[src/rtl/instr_fetch_unit_if.sv]
// Control-strobe and instruction-memory bundle between the control state machine (master) and instr_fetch_unit (slave).
// The FETCH_PERF_CNT_EN macro adds the fetch_count/jump_count observation signals.
`ifndef MEM_MIDR_M_CI
`define MEM_MIDR_M_CI 3'd2
`endif
`ifndef PRM_JMP
`define PRM_JMP 2'd1
`endif
`ifndef OPR_PC
`define OPR_PC 3'd4
`endif
`ifndef JMP_JUMP
`define JMP_JUMP 4'd0
`endif
`ifndef JMP_Z
`define JMP_Z 4'd1
`endif
`ifndef JMP_NZ
`define JMP_NZ 4'd2
`endif

interface instr_fetch_unit_if #(parameter int PC_W = 8);
  logic            status;
  logic            PCI;
  logic [2:0]      MEM;
  logic [1:0]      PRM;
  logic [3:0]      PRM_param;
  logic [2:0]      OPR;
  logic            zero;
  logic [7:0]      imem_rdata;
  logic [PC_W-1:0] imem_addr;
  logic [7:0]      MIDR;
  logic [PC_W-1:0] PC;
  logic            jump_taken;
  logic            pc_wrap;
`ifdef FETCH_PERF_CNT_EN
  logic [15:0]     fetch_count;
  logic [15:0]     jump_count;

  modport master (
    output status, PCI, MEM, PRM, PRM_param, OPR, zero, imem_rdata,
    input  imem_addr, MIDR, PC, jump_taken, pc_wrap, fetch_count, jump_count
  );
  modport slave (
    input  status, PCI, MEM, PRM, PRM_param, OPR, zero, imem_rdata,
    output imem_addr, MIDR, PC, jump_taken, pc_wrap, fetch_count, jump_count
  );
`else
  modport master (
    output status, PCI, MEM, PRM, PRM_param, OPR, zero, imem_rdata,
    input  imem_addr, MIDR, PC, jump_taken, pc_wrap
  );
  modport slave (
    input  status, PCI, MEM, PRM, PRM_param, OPR, zero, imem_rdata,
    output imem_addr, MIDR, PC, jump_taken, pc_wrap
  );
`endif
endinterface

[src/rtl/instr_fetch_unit.sv]
// PC / MIDR stage: fetches bytes from async-read imem and applies increment and jump strobes on posedge.
// Define FETCH_PERF_CNT_EN to add saturating fetch_count and jump_count outputs.
module instr_fetch_unit #(
  parameter int              PC_W   = 8,
  parameter logic [PC_W-1:0] RST_PC = '0
) (
  input logic                 clock,
  input logic                 reset,
  instr_fetch_unit_if.slave   bus
);

  logic [PC_W-1:0] pc_q;
  logic [7:0]      midr_q;
  logic            jump_taken_q;
  logic            pc_wrap_q;

  logic            fetch_go;
  logic            jump_req;
  logic            cond_ok;
  logic            jump_go;
  logic [PC_W+7:0] midr_ext;
  logic [PC_W-1:0] jump_target;

  always_comb begin
    fetch_go = bus.status && (bus.MEM == `MEM_MIDR_M_CI);
    jump_req = bus.status && (bus.PRM == `PRM_JMP) && (bus.OPR == `OPR_PC);
    case (bus.PRM_param)
      `JMP_JUMP: cond_ok = 1'b1;
      `JMP_Z:    cond_ok = bus.zero;
      `JMP_NZ:   cond_ok = !bus.zero;
      default:   cond_ok = 1'b0;
    endcase
    jump_go = jump_req && cond_ok;
    // Works for both narrow (truncate) and wide (zero-extend) PC
    midr_ext    = {{PC_W{1'b0}}, midr_q};
    jump_target = midr_ext[PC_W-1:0];
  end

  always_ff @(posedge clock) begin
    if (reset) begin
      pc_q         <= RST_PC;
      midr_q       <= 8'h00;
      jump_taken_q <= 1'b0;
      pc_wrap_q    <= 1'b0;
    end else if (!bus.status) begin
      pc_q         <= RST_PC;
      midr_q       <= 8'h00;
      jump_taken_q <= 1'b0;
    end else begin
      jump_taken_q <= jump_go;
      if (fetch_go) begin
        midr_q <= bus.imem_rdata;
      end
      if (jump_go) begin
        pc_q <= jump_target;
      end else if (bus.PCI) begin
        pc_q <= pc_q + PC_W'(1);
        if (pc_q == {PC_W{1'b1}}) begin
          pc_wrap_q <= 1'b1;
        end
      end
    end
  end

  assign bus.imem_addr  = pc_q;
  assign bus.PC         = pc_q;
  assign bus.MIDR       = midr_q;
  assign bus.jump_taken = jump_taken_q;
  assign bus.pc_wrap    = pc_wrap_q;

`ifdef FETCH_PERF_CNT_EN
  logic [15:0] fetch_count_q;
  logic [15:0] jump_count_q;

  // Counters are gated by fetch_go/jump_go, which already include status, so idle holds them
  always_ff @(posedge clock) begin
    if (reset) begin
      fetch_count_q <= 16'h0000;
      jump_count_q  <= 16'h0000;
    end else begin
      if (fetch_go && (fetch_count_q != 16'hFFFF)) begin
        fetch_count_q <= fetch_count_q + 16'd1;
      end
      if (jump_go && (jump_count_q != 16'hFFFF)) begin
        jump_count_q <= jump_count_q + 16'd1;
      end
    end
  end

  assign bus.fetch_count = fetch_count_q;
  assign bus.jump_count  = jump_count_q;
`endif

endmodule

[src/flat_wrapper.sv]
// flat-port wrapper written by rule: the top's interface ports become plain ports
module instr_fetch_unit_flat 
#(
  parameter int              PC_W   = 8,
  parameter logic [PC_W-1:0] RST_PC = '0
)
  (clock, reset, bus_status, bus_PCI, bus_MEM, bus_PRM, bus_PRM_param, bus_OPR, bus_zero, bus_imem_rdata, bus_imem_addr, bus_MIDR, bus_PC, bus_jump_taken, bus_pc_wrap);
  instr_fetch_unit_if #(.PC_W(PC_W)) bus_i ();
  input logic clock;
  input logic reset;
  input wire logic [$bits(bus_i.status)-1:0] bus_status;
  input wire logic [$bits(bus_i.PCI)-1:0] bus_PCI;
  input wire logic [$bits(bus_i.MEM)-1:0] bus_MEM;
  input wire logic [$bits(bus_i.PRM)-1:0] bus_PRM;
  input wire logic [$bits(bus_i.PRM_param)-1:0] bus_PRM_param;
  input wire logic [$bits(bus_i.OPR)-1:0] bus_OPR;
  input wire logic [$bits(bus_i.zero)-1:0] bus_zero;
  input wire logic [$bits(bus_i.imem_rdata)-1:0] bus_imem_rdata;
  output wire logic [$bits(bus_i.imem_addr)-1:0] bus_imem_addr;
  output wire logic [$bits(bus_i.MIDR)-1:0] bus_MIDR;
  output wire logic [$bits(bus_i.PC)-1:0] bus_PC;
  output wire logic [$bits(bus_i.jump_taken)-1:0] bus_jump_taken;
  output wire logic [$bits(bus_i.pc_wrap)-1:0] bus_pc_wrap;
  assign bus_i.status = bus_status;
  assign bus_i.PCI = bus_PCI;
  assign bus_i.MEM = bus_MEM;
  assign bus_i.PRM = bus_PRM;
  assign bus_i.PRM_param = bus_PRM_param;
  assign bus_i.OPR = bus_OPR;
  assign bus_i.zero = bus_zero;
  assign bus_i.imem_rdata = bus_imem_rdata;
  assign bus_imem_addr = bus_i.imem_addr;
  assign bus_MIDR = bus_i.MIDR;
  assign bus_PC = bus_i.PC;
  assign bus_jump_taken = bus_i.jump_taken;
  assign bus_pc_wrap = bus_i.pc_wrap;
  instr_fetch_unit #(.PC_W(PC_W), .RST_PC(RST_PC)) u_core (.clock(clock), .reset(reset), .bus(bus_i));
endmodule
[config.mk]
export PLATFORM = sky130hd
export DESIGN_NAME = instr_fetch_unit_flat
export DESIGN_NICKNAME = d
export VERILOG_FILES = /design/src/rtl/instr_fetch_unit_if.sv /design/src/rtl/instr_fetch_unit.sv /design/src/flat_wrapper.sv
export SDC_FILE = /design/constraint.sdc
export NUM_CORES = 1
export LEC_CHECK = 0
export ABC_AREA = 1
export BUFFER_PORTS_ARGS = -buffer_cell sky130_fd_sc_hd__buf_2
export CAP_MARGIN = 20
export CORE_MARGIN = 1.5
export CORE_UTILIZATION = 40
export DETAILED_ROUTE_END_ITERATION = 10
export GPL_ROUTABILITY_DRIVEN = 0
export HOLD_SLACK_MARGIN = 0.06
export PLACE_DENSITY = 0.71
export SLEW_MARGIN = 20
export SYNTH_ARGS = -nofsm -noshare
export SYNTH_HDL_FRONTEND = slang
export SYNTH_SLANG_ARGS = --single-unit
export TNS_END_PERCENT = 20
[constraint.sdc]
create_clock -name clock -period 1.5 [get_ports clock]
set_input_delay 0.075 -clock clock [delete_from_list [all_inputs] [get_ports clock]]
set_output_delay 0.075 -clock clock [all_outputs]
set_load 0.005 [all_outputs]
==> flow_metrics.tcl <==
set metrics [dict create \
    status "finished clean" \
    yosysWarnings 0 \
    grt.total_usage_pct 19.7 \
    path_clk_slew_ns 0.10 \
    r2r_slack_ns 0.26 \
    core-area_um2 2500 \
    synth_flop_cell "dfxtp_1" \
    reg2reg_to "u_core.bus.PC[7]$_SDFFE_PP0P_" \
    wl_per_cell_um 9.63 \
    met2WireLength_mm 1.11 \
    drc_errors 0 \
    grt_overflow_total 0 \
    drt-total-wl_mm 2.45 \
    grt_pass1_vias 1030 \
    yosys-top-cells-count "nand2_1 (43), inv_1 (27), nor2_1 (24)" \
    diodes 0 \
    power_mw 0.839 \
    drive_gt1_share_pct 29.9 \
    peakVddDrop_v 0.000474 \
    area_growth_pct 33.3 \
    timing.fmax_mhz 807 \
    synth_edf_count 0 \
    finalCriticalPeriod_ns 1.24 \
    cts_num_sinks 18 \
    clockBufferDepth 2 \
    die_y_um 54.5 \
    nets 252 \
    root_buffer "clkbuf_4" \
    ys_types 18 \
    r2r-start "u_core.bus.PC[3]$_SDFFE_PP0P_" \
    r2r_cells 9 \
    grt_antenna_before_repair 0 \
    critical_path.max_fanout 7 \
    tns_ns 0 \
    worstHoldPathType "input port to register" \
    drt_iter0_markers 12 \
    synth_area_um2 1060 \
    cp.arrival_ns 1.43 \
    multiInputGateArea_um2 520 \
    cts-resized-gates 0 \
    n_fill_cell 261 \
    crit_end "u_core.bus.PC[7]$_SDFFE_PP0P_" \
    rsz0062_at_grt "false" \
    viasPerCell 4.43 \
    register_area_um2 360 \
    core.rowCount 18 \
    power_density_nw_per_um2 592 \
    port_buffers 50 \
    crit_start "u_core.bus.PC[3]$_SDFFE_PP0P_" \
    p_leak_nw 0.797 \
    syn_avg_cell_area_um2 6.32 \
    ys_ff_latch 18 \
    crit_type "register to register" \
    dr.pass1.iters 4 \
    wl_met3_um 101 \
    finalMaxSlewViolations 0 \
    postCtsSetupRepairBufs 0 \
    dieArea_um2 2970 \
    die_w_um 54.5 \
    synth.most_common_cell "nand2_1" \
    syn_inst 168 \
    slowest_stage "dfxtp_1" \
    syn-num-nets 194 \
    clock_latency_ns 0.29 \
    maxSlewHeadroom_pct 82.2 \
    initial_utilization_pct 42.5 \
    yosysTopAreaCellShare_pct 33.9 \
    met1_length_mm 1.20 \
    final-hold-violation-count 0 \
    crit_chain "nand2_1 -> nor2_1 -> nand2_1 -> nand2_1 -> nand2_1 -> inv_1 -> nor2_1 -> nor2_1 -> nor2_1" \
    highest_layer "met4" \
    htree_num_levels 1 \
    endpoint_kind "register" \
    cp_slowest_stage_delay_ns 0.44 \
    dpl.hpwl_mm 1.76 \
    setup_viol 0 \
    cp-start-kind "register" \
    max_cap_viol_count 0 \
    synth_top_area_cell "dfxtp_1" \
    worstMarginPinSlew_ns 0.266 \
    ys_seq_area_share_pct 33.9 \
    skew_ns 0.00109 \
    ys_top_cells_by_area "dfxtp_1 (34%), nand2_1 (15%), nand3_1 (11%), inv_1 (9.5%), nor2_1 (8.5%)" \
    cp.required_ns 1.69 \
    cts_tree "yes" \
    synthArstFlopShare_pct 0 \
    fin_crit_sh_pct 82.7 \
    grt_pass1_wl_mm 4.22 \
    drt.antenna.violating_nets 0 \
    cts_buffers 3 \
    grt_max_degree 17 \
    ios 51 \
    via_count 1126 \
]
cells by family after synthesis:
logic type,after synthesis,synth area share (%)
AND/OR/NAND/NOR,99,41.2
XOR/XNOR,1,0.825
AO/OA/AOI/OAI,11,5.77
buffers and inverters,38,17.1
flip-flops,18,33.9
adder cells (fa/ha/maj),1,1.18
stage by stage:
step	setup slack [ns]	cells	hold slack [ns]	instance area [um^2]	utilization (%)
4_1_cts	0.234	254	0.184	1420	56.7
6_report	0.260	254	0.189	1420	56.7
3_3_place_gp	0.273	242	0.267	1300	52.2
2_1_floorplan	0.266	168	0.137	1060	-
5_1_grt	0.0915	254	0.203	1420	56.7
3_5_place_dp	0.250	242	0.271	1300	52.2
power by group:
| part | switching (mW) | internal, mW | leakage (nW) |
|---|---|---|---|
| registers | 0.00323 | 0.482 | 0.145 |
| logic | 0.0547 | 0.0592 | 0.638 |
| clock network | 0.146 | 0.0935 | 0.0138 |
| total | 0.203 | 0.635 | 0.797 |
how the worst min path moves through the flow:
stage,end,start,depth (start not counted),slack (ns)
detailed placement,u_core.bus.pc_wrap$_SDFFE_PP0P_,reset,2,0.27
global route,u_core.bus.PC[1]$_SDFFE_PP0P_,bus_PCI,5,0.20
CTS,u_core.bus.PC[1]$_SDFFE_PP0P_,bus_PCI,5,0.18
global placement,u_core.bus.pc_wrap$_SDFFE_PP0P_,reset,2,0.27
finish,u_core.bus.PC[2]$_SDFFE_PP0P_,bus_PCI,5,0.19
floorplan,u_core.bus.pc_wrap$_SDFFE_PP0P_,reset,1,0.14
final cells by class:
| class | instances | area share [%] |
|---|---|---|
| timing repair buffer | 63 | 26.1 |
| clock buffer | 3 | 1.59 |
| inverter | 28 | 7.42 |
| sequential | 18 | 25.4 |
| multi-input combinational | 112 | 36.7 |
| tap | 30 | 2.65 |
repair_timing:
| item | CTS | global route |
|---|---|---|
| hold endpoints to repair | 9 | 0 |
| setup endpoints to repair | 0 | 0 |
| hold buffers | 9 | 0 |
state kept, by name (all words and copies together) (netlist names):
| name | flops |
|---|---|
| u_core.bus.jump_taken | 1 |
| u_core.bus.MIDR | 8 |
| u_core.bus.pc_wrap | 1 |
| u_core.bus.PC | 8 |
layer usage:
metal / track usage (%) / up-vias
li1: - / 623
met1: 25.3 / 468
met2: 32.3 / 30
met3: 3.55 / 5
met4: 8.33 / 0
met5: 0 / -
worst max-delay path, delay by kind of cell (launching register included):
kind / cells / cell delay (ns)
and+or+nand+nor: 8 / 0.65
DFF: 1 / 0.44
buffers and inverters: 1 / 0.04
cell usage in the layout (no fill, tap or decap):
cell and count:
nand2_1 43, inv_1 27, clkbuf_4 3, a21oi_2 1
buf_4 4, o21bai_1 1, inv_2 1, nand4_1 1
ha_1 1, nor3_2 1, nor2_2 6, o21ai_0 9
dfxtp_1 18, nand3_4 1, nand3_1 23, dlygate4sd3_1 9
xor2_1 1, buf_2 50, nor2_1 24
Note: power is estimated with default switching activity, not from simulation.
